File: config.mk
export PLATFORM = sky130hd
export DESIGN_NAME = uart_cmd_decoder
export DESIGN_NICKNAME = d
export VERILOG_FILES = /design/src/rtl/uart_cmd_decoder_pkg.sv /design/src/rtl/uart_cmd_decoder_ascii_classify.sv /design/src/rtl/uart_cmd_decoder.sv
export SDC_FILE = /design/constraint.sdc
export NUM_CORES = 1
export LEC_CHECK = 0
export CORE_ASPECT_RATIO = 0.9
export CORE_UTILIZATION = 45
export DETAILED_ROUTE_END_ITERATION = 7
export PLACE_DENSITY = 0.68
export SYNTH_ARGS = -nofsm -noshare
export SYNTH_HDL_FRONTEND = slang
export SYNTH_SLANG_ARGS = --single-unit
File: constraint.sdc
create_clock -name clk -period 1.8 [get_ports clk]
set_input_delay 0.27 -clock clk [delete_from_list [all_inputs] [get_ports clk]]
set_output_delay 0.27 -clock clk [all_outputs]
set_load 0.05 [all_outputs]
File: src/rtl/uart_cmd_decoder_pkg.sv
// Shared definitions for the UART command decoder: FSM states, error codes
// and the ASCII constants used by the frame grammar.
package uart_cmd_decoder_pkg;

  typedef enum logic [1:0] {
    ST_IDLE    = 2'd0,
    ST_GET_ARG = 2'd1,
    ST_FLUSH   = 2'd2
  } state_e;

  localparam logic [1:0] ERR_BAD_CMD  = 2'd0;
  localparam logic [1:0] ERR_BAD_CHAR = 2'd1;
  localparam logic [1:0] ERR_OVERFLOW = 2'd2;
  localparam logic [1:0] ERR_TIMEOUT  = 2'd3;

  localparam logic [7:0] CR = 8'h0D;
  localparam logic [7:0] LF = 8'h0A;
  localparam logic [7:0] SP = 8'h20;

endpackage

File: src/rtl/uart_cmd_decoder_ascii_classify.sv
// Combinational byte classifier: letter / hex digit / terminator / space
// flags, the uppercased byte and the hex nibble value of the byte.
module ascii_classify
  import uart_cmd_decoder_pkg::*;
(
  input  logic [7:0] rx_data,
  output logic       is_letter,
  output logic       is_hex,
  output logic       is_term,
  output logic       is_space,
  output logic [7:0] upper,
  output logic [3:0] nibble
);

  logic is_upper;
  logic is_lower;
  logic is_digit;
  logic is_af;

  // Decode the character classes and derive the folded letter and nibble.
  always_comb begin
    is_upper  = (rx_data >= 8'h41) && (rx_data <= 8'h5A);
    is_lower  = (rx_data >= 8'h61) && (rx_data <= 8'h7A);
    is_digit  = (rx_data >= 8'h30) && (rx_data <= 8'h39);
    // 'A'-'F' and 'a'-'f' share the low nibble 1..6
    is_af     = ((rx_data >= 8'h41) && (rx_data <= 8'h46)) ||
                ((rx_data >= 8'h61) && (rx_data <= 8'h66));
    is_letter = is_upper || is_lower;
    is_hex    = is_digit || is_af;
    is_term   = (rx_data == CR) || (rx_data == LF);
    is_space  = (rx_data == SP);
    upper     = is_lower ? (rx_data - 8'h20) : rx_data;
    nibble    = 4'd0;
    if (is_digit) begin
      nibble = rx_data[3:0];
    end else if (is_af) begin
      nibble = rx_data[3:0] + 4'd9;
    end
  end

endmodule

File: src/rtl/uart_cmd_decoder.sv
// ASCII command frame decoder: letter + up to MAX_DIGITS hex digits + CR/LF.
// Emits one cmd_valid pulse per good frame or one coded err_pulse per bad one.
//
// Handshake: rx_done is a one-clock qualifier for rx_data; a byte is consumed
// in every cycle rx_done=1 (no back-pressure, no busy state). cmd_valid and
// err_pulse are single-cycle, registered, and never high together.
module uart_cmd_decoder
  import uart_cmd_decoder_pkg::*;
#(
  parameter  int unsigned MAX_DIGITS  = 4,
  parameter  int unsigned TIMEOUT_CYC = 100_000_000,
  localparam int unsigned ARG_W       = 4 * MAX_DIGITS,
  localparam int unsigned NDIG_W      = $clog2(MAX_DIGITS + 1)
) (
  input  logic              clk,
  input  logic              rst,
  input  logic [7:0]        rx_data,
  input  logic              rx_done,
  output logic              cmd_valid,
  output logic [7:0]        cmd_code,
  output logic [ARG_W-1:0]  cmd_arg,
  output logic [NDIG_W-1:0] cmd_ndig,
  output logic              err_pulse,
  output logic [1:0]        err_code,
  output state_e            dbg_state
);

  logic       is_letter;
  logic       is_hex;
  logic       is_term;
  logic       is_space;
  logic [7:0] upper;
  logic [3:0] nibble;

  ascii_classify u_classify (
    .rx_data   (rx_data),
    .is_letter (is_letter),
    .is_hex    (is_hex),
    .is_term   (is_term),
    .is_space  (is_space),
    .upper     (upper),
    .nibble    (nibble)
  );

  state_e             state_q;
  state_e             state_d;
  logic [7:0]         code_q;
  logic [ARG_W-1:0]   arg_q;
  logic [NDIG_W-1:0]  ndig_q;
  logic [31:0]        tmo_q;
  logic               timeout_hit;
  logic               do_emit;
  logic               do_err;
  logic [1:0]         err_d;
  logic               load_cmd;
  logic               shift_digit;

  assign dbg_state = state_q;

  // Expiry fires on the TIMEOUT_CYC-th idle clock after the last byte; a byte
  // arriving in that same cycle takes priority.
  assign timeout_hit = (TIMEOUT_CYC != 0) && !rx_done && (state_q != ST_IDLE) &&
                       (tmo_q == TIMEOUT_CYC - 1);

  // State register.
  always_ff @(posedge clk or negedge rst) begin
    if (!rst) begin
      state_q <= ST_IDLE;
    end else begin
      state_q <= state_d;
    end
  end

  // Next-state logic and per-byte actions.
  always_comb begin
    state_d     = state_q;
    do_emit     = 1'b0;
    do_err      = 1'b0;
    err_d       = ERR_BAD_CMD;
    load_cmd    = 1'b0;
    shift_digit = 1'b0;
    case (state_q)
      ST_IDLE: begin
        if (rx_done) begin
          if (is_letter) begin
            load_cmd = 1'b1;
            state_d  = ST_GET_ARG;
          end else if (!(is_term || is_space)) begin
            do_err  = 1'b1;
            err_d   = ERR_BAD_CMD;
            state_d = ST_FLUSH;
          end
        end
      end
      ST_GET_ARG: begin
        if (rx_done) begin
          if (is_hex) begin
            if (32'(ndig_q) < MAX_DIGITS) begin
              shift_digit = 1'b1;
            end else begin
              do_err  = 1'b1;
              err_d   = ERR_OVERFLOW;
              state_d = ST_FLUSH;
            end
          end else if (is_term) begin
            do_emit = 1'b1;
            state_d = ST_IDLE;
          end else begin
            do_err  = 1'b1;
            err_d   = ERR_BAD_CHAR;
            state_d = ST_FLUSH;
          end
        end else if (timeout_hit) begin
          do_err  = 1'b1;
          err_d   = ERR_TIMEOUT;
          state_d = ST_IDLE;
        end
      end
      ST_FLUSH: begin
        // Silent discard: neither bad bytes nor expiry raise errors here.
        if (rx_done) begin
          if (is_term) begin
            state_d = ST_IDLE;
          end
        end else if (timeout_hit) begin
          state_d = ST_IDLE;
        end
      end
      default: begin
        state_d = ST_IDLE;
      end
    endcase
  end

  // Frame accumulator: command letter, argument shift register, digit count.
  always_ff @(posedge clk or negedge rst) begin
    if (!rst) begin
      code_q <= 8'h00;
      arg_q  <= '0;
      ndig_q <= '0;
    end else if (load_cmd) begin
      code_q <= upper;
      arg_q  <= '0;
      ndig_q <= '0;
    end else if (shift_digit) begin
      arg_q  <= (arg_q << 4) | ARG_W'(nibble);
      ndig_q <= ndig_q + NDIG_W'(1);
    end
  end

  // Inter-byte timeout counter; runs only while a frame or flush is open.
  always_ff @(posedge clk or negedge rst) begin
    if (!rst) begin
      tmo_q <= 32'd0;
    end else if (rx_done || (state_q == ST_IDLE) || timeout_hit) begin
      tmo_q <= 32'd0;
    end else begin
      tmo_q <= tmo_q + 32'd1;
    end
  end

  // Registered outputs: pulses every cycle, data fields held between events.
  always_ff @(posedge clk or negedge rst) begin
    if (!rst) begin
      cmd_valid <= 1'b0;
      err_pulse <= 1'b0;
      cmd_code  <= 8'h00;
      cmd_arg   <= '0;
      cmd_ndig  <= '0;
      err_code  <= 2'd0;
    end else begin
      cmd_valid <= do_emit;
      err_pulse <= do_err;
      if (do_emit) begin
        cmd_code <= code_q;
        cmd_arg  <= arg_q;
        cmd_ndig <= ndig_q;
      end
      if (do_err) begin
        err_code <= err_d;
      end
    end
  end

endmodule

==> results of run 1 <==
-- layer usage --
layer	vias to the layer above	track usage (%)	part of all wire, %
li1	1742	-	-
met1	1882	27.92	44
met2	70	34.09	52
met3	19	3.588	2.2
met4	0	7.534	1.6
met5	-	0	0
-- layout make-up --
type	instances	area (um^2)	area share [%]
Clock buffer	9	123.9	1.799
Sequential cell	92	2303	33.45
Timing Repair Buffer	155	1541	22.38
Multi-Input combinational cell	291	2628	38.15
Inverter	14	62.56	0.9084
Tap cell	126	157.7	2.289
Clock inverter	7	70.07	1.017
-- metrics by stage --
stage               setup slack (ns)  cell area (um^2)  power [mW]
finish                       -0.1718              6887       5.477
global route                 -0.2960              6887       5.695
CTS                         -0.09885              6127       4.984
detailed placement           -0.9402              5717       3.528
global placement             -0.8945              5717       3.505
floorplan                    -0.3905              4592       3.061
-- sequential cells by signal, indices dropped and copies added, names as in the netlist --
| name | cells |
|---|---|
| arg_q | 16 |
| cmd_arg | 16 |
| cmd_code | 8 |
| cmd_ndig | 3 |
| cmd_valid | 1 |
| code_q | 8 |
| dbg_state | 2 |
| err_code | 2 |
| err_pulse | 1 |
| ndig_q | 3 |
| tmo_q | 32 |
-- cells in the final DEF (no fill, tap or decap), types with 13 or more instances in the layout --
cell and instances:
xnor2_1 16, nand2_2 13, dfrtp_1 91, mux2_2 27, nor2_4 19, nor2_1 15, nand2_4 14, buf_6 14
buf_4 87, dlygate4sd2_1 22, nand2_1 26
-- final timing paths --
| kind | from | endpoint | slack [ns] | depth (start not counted) |
|---|---|---|---|---|
| setup / recovery | tmo_q[8] | tmo_q[5] | -0.17 | 8 |
| hold / removal | rx_data[1] | code_q[1] | 0.14 | 3 |
| setup reg to reg | tmo_q[8] | tmo_q[5] | -0.17 | 8 |
| hold reg to reg | cmd_arg[15] | cmd_arg[15] | 0.51 | 1 |
| max in group asynchronous | rst | dbg_state[0] | 0.87 | 3 |
| min in group asynchronous | rst | cmd_arg[9] | 0.33 | 2 |
-- cells by family after synthesis --
family / Yosys count
adder cells (fa/ha/maj): 10
AO/OA/AOI/OAI: 58
buffers and inverters: 33
AND/OR/NAND/NOR: 157
multiplexers: 34
XOR/XNOR: 32
flip-flops: 92
-- power by group through the flow --
stage / clock (mW) / combinational (mW) / sequential (mW)
after CTS: 1.39 / 1.18 / 2.42
final: 1.39 / 1.61 / 2.47
after floorplan: 0 / 0.469 / 2.59
after global routing: 1.49 / 1.71 / 2.50
after detailed placement: 0 / 1.07 / 2.45
after global placement: 0 / 1.05 / 2.45
-- what timing repair did --
| action | in CTS | in global routing |
|---|---|---|
| hold endpoints to repair | 21 | 0 |
| resized for setup | 80 | 139 |
| gates cloned | 2 | 10 |
| hold buffers | 1 | 0 |
| buffers inserted | 11 | 7 |
| endpoints found under the setup margin | 113 | 95 |
| pin swaps | 12 | 63 |
-- worst max-delay path: cells and delay by family (launching register included) --
family	cells	cell delay (ns)
flip-flops	1	0.41
AND/OR/NAND/NOR	4	0.71
AO/OA/AOI/OAI	2	0.29
buffers and inverters	2	0.45
==> results.md, run 1 <==
* Final TNS setup at -6.638 ns
* Area fraction in and, or, nand and nor cells after synthesis at 17.27%
* Worst path required time at 2.06 ns
* Unique masters post-synth at 50
* Final nets at 584
* Gate power share at 29.4%
* Synthesis-stage register bit count at 92
* Outcome: complete, but fails checks
* Via density per instance at 5.350
* Reg clk slew, reported paths at 0.11 ns
* Total iterations of the first detailed-routing run at 4
* Ys async rst share at 100.0%
* Mapped cell area at 4442 um^2
* Post-Route WL at 11.96 mm
* Int Pwr at 3.535 mW
* Mux contribution to synthesized area at 8.563%
* GR Overflow Total at 0
* Total vias in the final route at 3,713
* Non-filler cells in the finished layout at 694
* MaxCap Viol Count at 0
* Worst setup SP type: flip-flop
* Initial antenna violation count at 0
* Seq pwr share at 45.2%
* Root buffer cell: clkbuf_8
* Slew at the pin closest to its max-slew limit at 0.5192 ns
* # rows at 34
* Post-synthesis xor/xnor area fraction at 6.310%
* Synth Flop Type: dfrtp_1
* Relative slew slack at 65.53%
* CP peak stage delay at 0.41 ns
* Die Y-Extent at 96.25 um
* Crit Path Class: flip-flop to flip-flop
* CP cell instances: nor4_1 -> nand4_1 -> nor4_2 -> buf_4 -> a21oi_4 -> o21ai_4 -> clkbuf_16 -> nor2_2
* Static Leak at 3.284 nW
* Arrival @ worst endpoint at 2.24 ns
* Fin crit period at 1.972 ns
* HPWL after DPL at 6.892 mm
* Top-level I/O count at 44
* Failing checks: negative setup slack
* Largest net degree at the start of global routing at 36
* Post-synthesis adder-cell area fraction at 2.817%
* First-pass GRT wire length at 16.68 mm
* Routed WL per cell at 17.24 um
* # DRC at 0
* Share of the synthesized area in the top cell type at 51.83%
* Crit-path max FO at 7
* Clock share of power at 25.5%
* Final period util at 109.5%
* Initial Util at 46.20%
* Skew-Pair Late Insertion Delay at 0.37 ns
* Clock sinks at 92
* Inserted Diodes at 0
* Die area at 10,270 um^2
* Syn avg cell area at 10.68 um^2
* Final hold slack at 0.1405 ns
* Power Dens Cells at 795.3 nW/um^2
* Final setup viols at 63
* Synth top area cells: dfrtp_1 52%, mux2_2 8.1%, nand2_1 4.5%
* Final Max Tran Viols at 0
* Compound-gate portion of the synthesized area at 9.606%
* Largest family of logic cells by synthesized area: simple AND/OR/NAND/NOR gates
* Sw frac at 35.46%
* Biggest area consumer among synthesized cells: dfrtp_1
* Fillers at 657
* Final Hold Vio Count at 0
* Most common cell in the netlist: dfrtp_1
* Routability cong. at 0.8785
* Cells after Synth at 416
* Final setup margin at -0.1718 ns
* Layout Utilization at 71.63%
* I/O Buffers at 43
* Setup crit end kind: flip-flop
* Layout area overhead at 55.04%
* Fmax at 507.1 MHz
* Sequential share of the synthesized area at 51.83%
* Maximum buffer depth of the clock tree at 2
* TritonCTS clock tree: built
* Dpl cells at 649
* RSZ-0062 raised after global routing: true
* CTS Buf Count at 9
* Slowest-stage cell, CP: dfrtp_1
* Ys Warns at 0
* H-Tree Depth at 3
* Maximum vdd drop at 515.6 uV
* Die width at 106.7 um
* Share of cells above drive strength 1 at 51.23%
* Worst Hold Class: primary input to flip-flop
* Vias in the first global route at 3,530
* Synth Net Count at 437
* Net Switching at 1.942 mW
* Top cells by count, synth: 92 x dfrtp_1, 53 x nand2_1, 44 x nor2_1
* Setup Skew at 0.01475 ns
* DR iter-0 viols at 120
* Post-route ant nets at 0
* Overall routing resource usage at 20.81%
* Post-synth EDFFs at 0
* CORE AREA at 9614 um^2
Power figures use the tool's default switching activity.
==> run 2, diff against run 1 <==
- CTS_CLUSTER_SIZE: not set -> 28
- PLACE_DENSITY: 0.68 -> 0.65
- clock period: 1.8 -> 2.4 ns (I/O delays scaled with it)
==> run 2 against run 1 <==
Net effect:
- the flow finishes with violations (design-rule violations)
- total power decreased by 33%
- final cell count decreased by 9.9%
- core utilization decreased by 13 points
- sequential power decreased by 26%
- global-route usage decreased by 1.8 points
- clock skew decreased by 0.0043 ns
- clock-buffer cell count unchanged
- die area unchanged
- hold slack got worse by 0.11 ns
- non-clock buffer count decreased by 69
- critical path type is now primary input to flip-flop
- largest cell class is now sequential cells
- highest routed layer unchanged
==> results.md, run 2 (synthesized netlist as in run 1, its figures left out) <==
* HPWL after DPL at 6.418 mm (-6.9%)
* Commonest non-fill, non-tap cell in the layout: dfrtp_1
* Skew-Pair Late Insertion Delay at 0.36 ns (about the same)
* Clock sinks at 92 (unchanged)
* Setup crit end kind: flip-flop
* Fin crit period at 2.328 ns
* Crit Path Class: primary input to flip-flop
* Maximum vdd drop at 516.3 uV (+0.13%)
* CORE AREA at 9614 um^2 (unchanged)
* Final Max Tran Viols at 0 (unchanged)
* CP peak stage delay at 0.61 ns (+0.20 ns)
* H-Tree Depth at 3 (unchanged)
* First-pass GRT wire length at 15.07 mm (-9.6%)
* Worst path required time at 2.70 ns (+0.64 ns)
* Die area at 10,270 um^2 (unchanged)
* Final setup viols at 0 (-100%)
* Final nets at 515 (-12%)
* Final period util at 96.99%
* Slowest-stage cell, CP: or4b_4
* Net Switching at 1.162 mW (-40%)
* Worst r2r dst: tmo_q[26]
* Share of cells above drive strength 1 at 23.25% (-28 points)
* Top-level I/O count at 44 (unchanged)
* Gate power share at 20.8% (-8.6 points)
* Seq pwr share at 49.6% (+4.4 points)
* Met1 global-route usage at 26.71% (-1.2 points)
* Met2 Usage GRT at 29.78% (-4.3 points)
* Layout area overhead at 26.06%
* Worst reg2reg startpoint: tmo_q[0]
* I/O Buffers at 43 (unchanged)
* Inserted Diodes at 0 (unchanged)
* GR peak layer: met2
* Setup Skew at 0.01049 ns (-0.004254 ns)
* # DRC at 1 (+1)
* CTS Buf Count at 9 (unchanged)
* Int Pwr at 2.497 mW (-29%)
* Sw frac at 31.77% (-3.7 points)
* Outcome: complete, but fails checks
* Max reg flops at 32 (unchanged)
* Placed Area at 5279 um^2 (-7.7%)
* R2r worst-path depth at 7 (-1)
* Overall routing resource usage at 18.99% (-1.8 points)
* Reg with most FFs: tmo_q
* M3 GR Usage at 3.453% (-0.14 points)
* Total iterations of the first detailed-routing run at 8 (+4)
* Clock share of power at 29.5% (+4.0 points)
* Leading cell types in the layout, fill and taps excluded: 92 x dfrtp_1, 53 x nand2_1, 44 x nor2_1
* Reg clk slew, reported paths at 0.10 ns (about the same)
* Largest registers: tmo_q: 32 flops, arg_q: 16 flops, cmd_arg: 16 flops
* Post-Route WL at 9.287 mm (-22%)
* Final hold slack at 0.03223 ns (-0.1083 ns)
* Post-route ant nets at 0 (unchanged)
* Relative slew slack at 54.61% (-11 points)
* Total vias in the final route at 3,256 (-12%)
* DR iter-0 viols at 99 (-18%)
* Root buffer cell: clkbuf_8
* Power Dens Cells at 653.5 nW/um^2 (-18%)
* Dpl cells at 606 (-6.6%)
* Fmax at 429.6 MHz
* GR Overflow Total at 0 (unchanged)
* # rows at 34 (unchanged)
* TritonCTS clock tree: built
* Arrival @ worst endpoint at 2.63 ns (+0.39 ns)
* Die width at 106.7 um (unchanged)
* Slew at the pin closest to its max-slew limit at 0.6808 ns (+0.1616 ns)
* Crit-path max FO at 6 (-1)
* Fillers at 854 (+30%)
* Initial antenna violation count at 0 (unchanged)
* Final Hold Vio Count at 0 (unchanged)
* Die Y-Extent at 96.25 um (unchanged)
* Via density per instance at 5.210 (-2.6%)
* Static Leak at 2.463 nW (-25%)
* MaxCap Viol Count at 0 (unchanged)
* Largest net degree at the start of global routing at 56 (+56%)
* Initial Util at 46.20% (unchanged)
* FF/Latch Area at 2302 um^2 (about the same)
* Routed WL per cell at 14.86 um (-14%)
* Non-filler cells in the finished layout at 625 (-9.9%)
* Worst Hold Class: primary input to asynchronous set/reset pin
* Multi-input logic area at 2051 um^2 (-22%)
* Vias in the first global route at 3,149 (-11%)
* Routability cong. at 0.8456 (-3.7%)
* CP cell instances: clkdlybuf4s50_1 -> or4b_4 -> a211oi_4 -> a21o_1 -> a21oi_1 -> nor4_1 -> buf_4 -> a311o_1
* Worst setup SP type: primary input
* Reg-to-reg setup timing slack at 0.22 ns (+0.39 ns)
* Maximum buffer depth of the clock tree at 2 (unchanged)
* Final Instance Area at 5599 um^2 (-19%)
* Failing checks: design-rule violations
run 2: cell types whose count changed in the layout (fill, tap and decap cells not counted), moves of 7 or more:
cell             before  now
buf_6                14    3
nor2_1               15   44
dlygate4sd2_1        22    0
clkdlybuf4s50_1       2   40
nand2_4              14    0
nand2_2              13    0
clkbuf_16             8    1
nand2_1              26   53
nor2_2               10    0
buf_4                87   36
nor2_4               19    0
run 2: final cells by class:
| type | instances | share of cell area [%] |
|---|---|---|
| Inverter | 14 | 0.9385 |
| Clock inverter | 7 | 1.385 |
| Clock buffer | 9 | 2.212 |
| Multi-Input combinational cell | 291 | 36.63 |
| Tap cell | 126 | 2.816 |
| Sequential cell | 92 | 41.12 |
| Timing Repair Buffer | 86 | 14.91 |
run 2: how the worst max path moves through the flow:
stage / startpoint / cells past startpoint / slack [ns] / to
finish: rx_data[2] / 8 / 0.07 / err_pulse
global route: rx_data[2] / 8 / -0.03 / err_code[1]
CTS: rx_data[0] / 11 / 0.0007 / arg_q[13]
detailed placement: rx_data[0] / 11 / -0.38 / arg_q[13]
global placement: rx_data[0] / 10 / -0.32 / ndig_q[2]
floorplan: rx_data[1] / 9 / 0.007 / arg_q[11]
run 2: repair_timing:
action	in CTS	in global routing
buffers inserted	0	1
gates resized for setup	0	15
hold buffers	0	0
setup endpoints to repair	0	31
run 2: per-layer routing:
metal / up-vias / wire length [um]
li1: 1589 / -
met1: 1603 / 4629
met2: 55 / 4259
met3: 9 / 283
met4: 0 / 115
met5: - / 0
run 2: stage by stage:
step | util [%] | setup WS [ns] | power, mW | TNS (ns)
6_report | 58.24 | 0.07228 | 3.659 | 0
2_1_floorplan | - | 0.007048 | 2.278 | 0
3_5_place_dp | 54.91 | -0.3841 | 2.590 | -17.00
3_3_place_gp | 54.91 | -0.3214 | 2.570 | -14.74
4_1_cts | 57.00 | 0.0007023 | 3.674 | 0
5_1_grt | 58.24 | -0.03482 | 3.847 | -0.1251
run 2: worst max-delay path: cells and delay by family:
| family | cells | cell delay [ns] |
|---|---|---|
| AOI/OAI and AO/OA | 4 | 0.72 |
| buffers and inverters | 2 | 0.69 |
| and+or+nand+nor | 2 | 0.86 |
run 2: power by group through the flow:
stage          combinational (mW)  sequential [mW]  clock (mW)
2_1_floorplan               0.336             1.94           0
3_3_place_gp                0.726             1.84           0
3_5_place_dp                0.744             1.85           0
4_1_cts                     0.746             1.82        1.11
6_report                    0.763             1.82        1.08
5_1_grt                     0.836             1.84        1.17
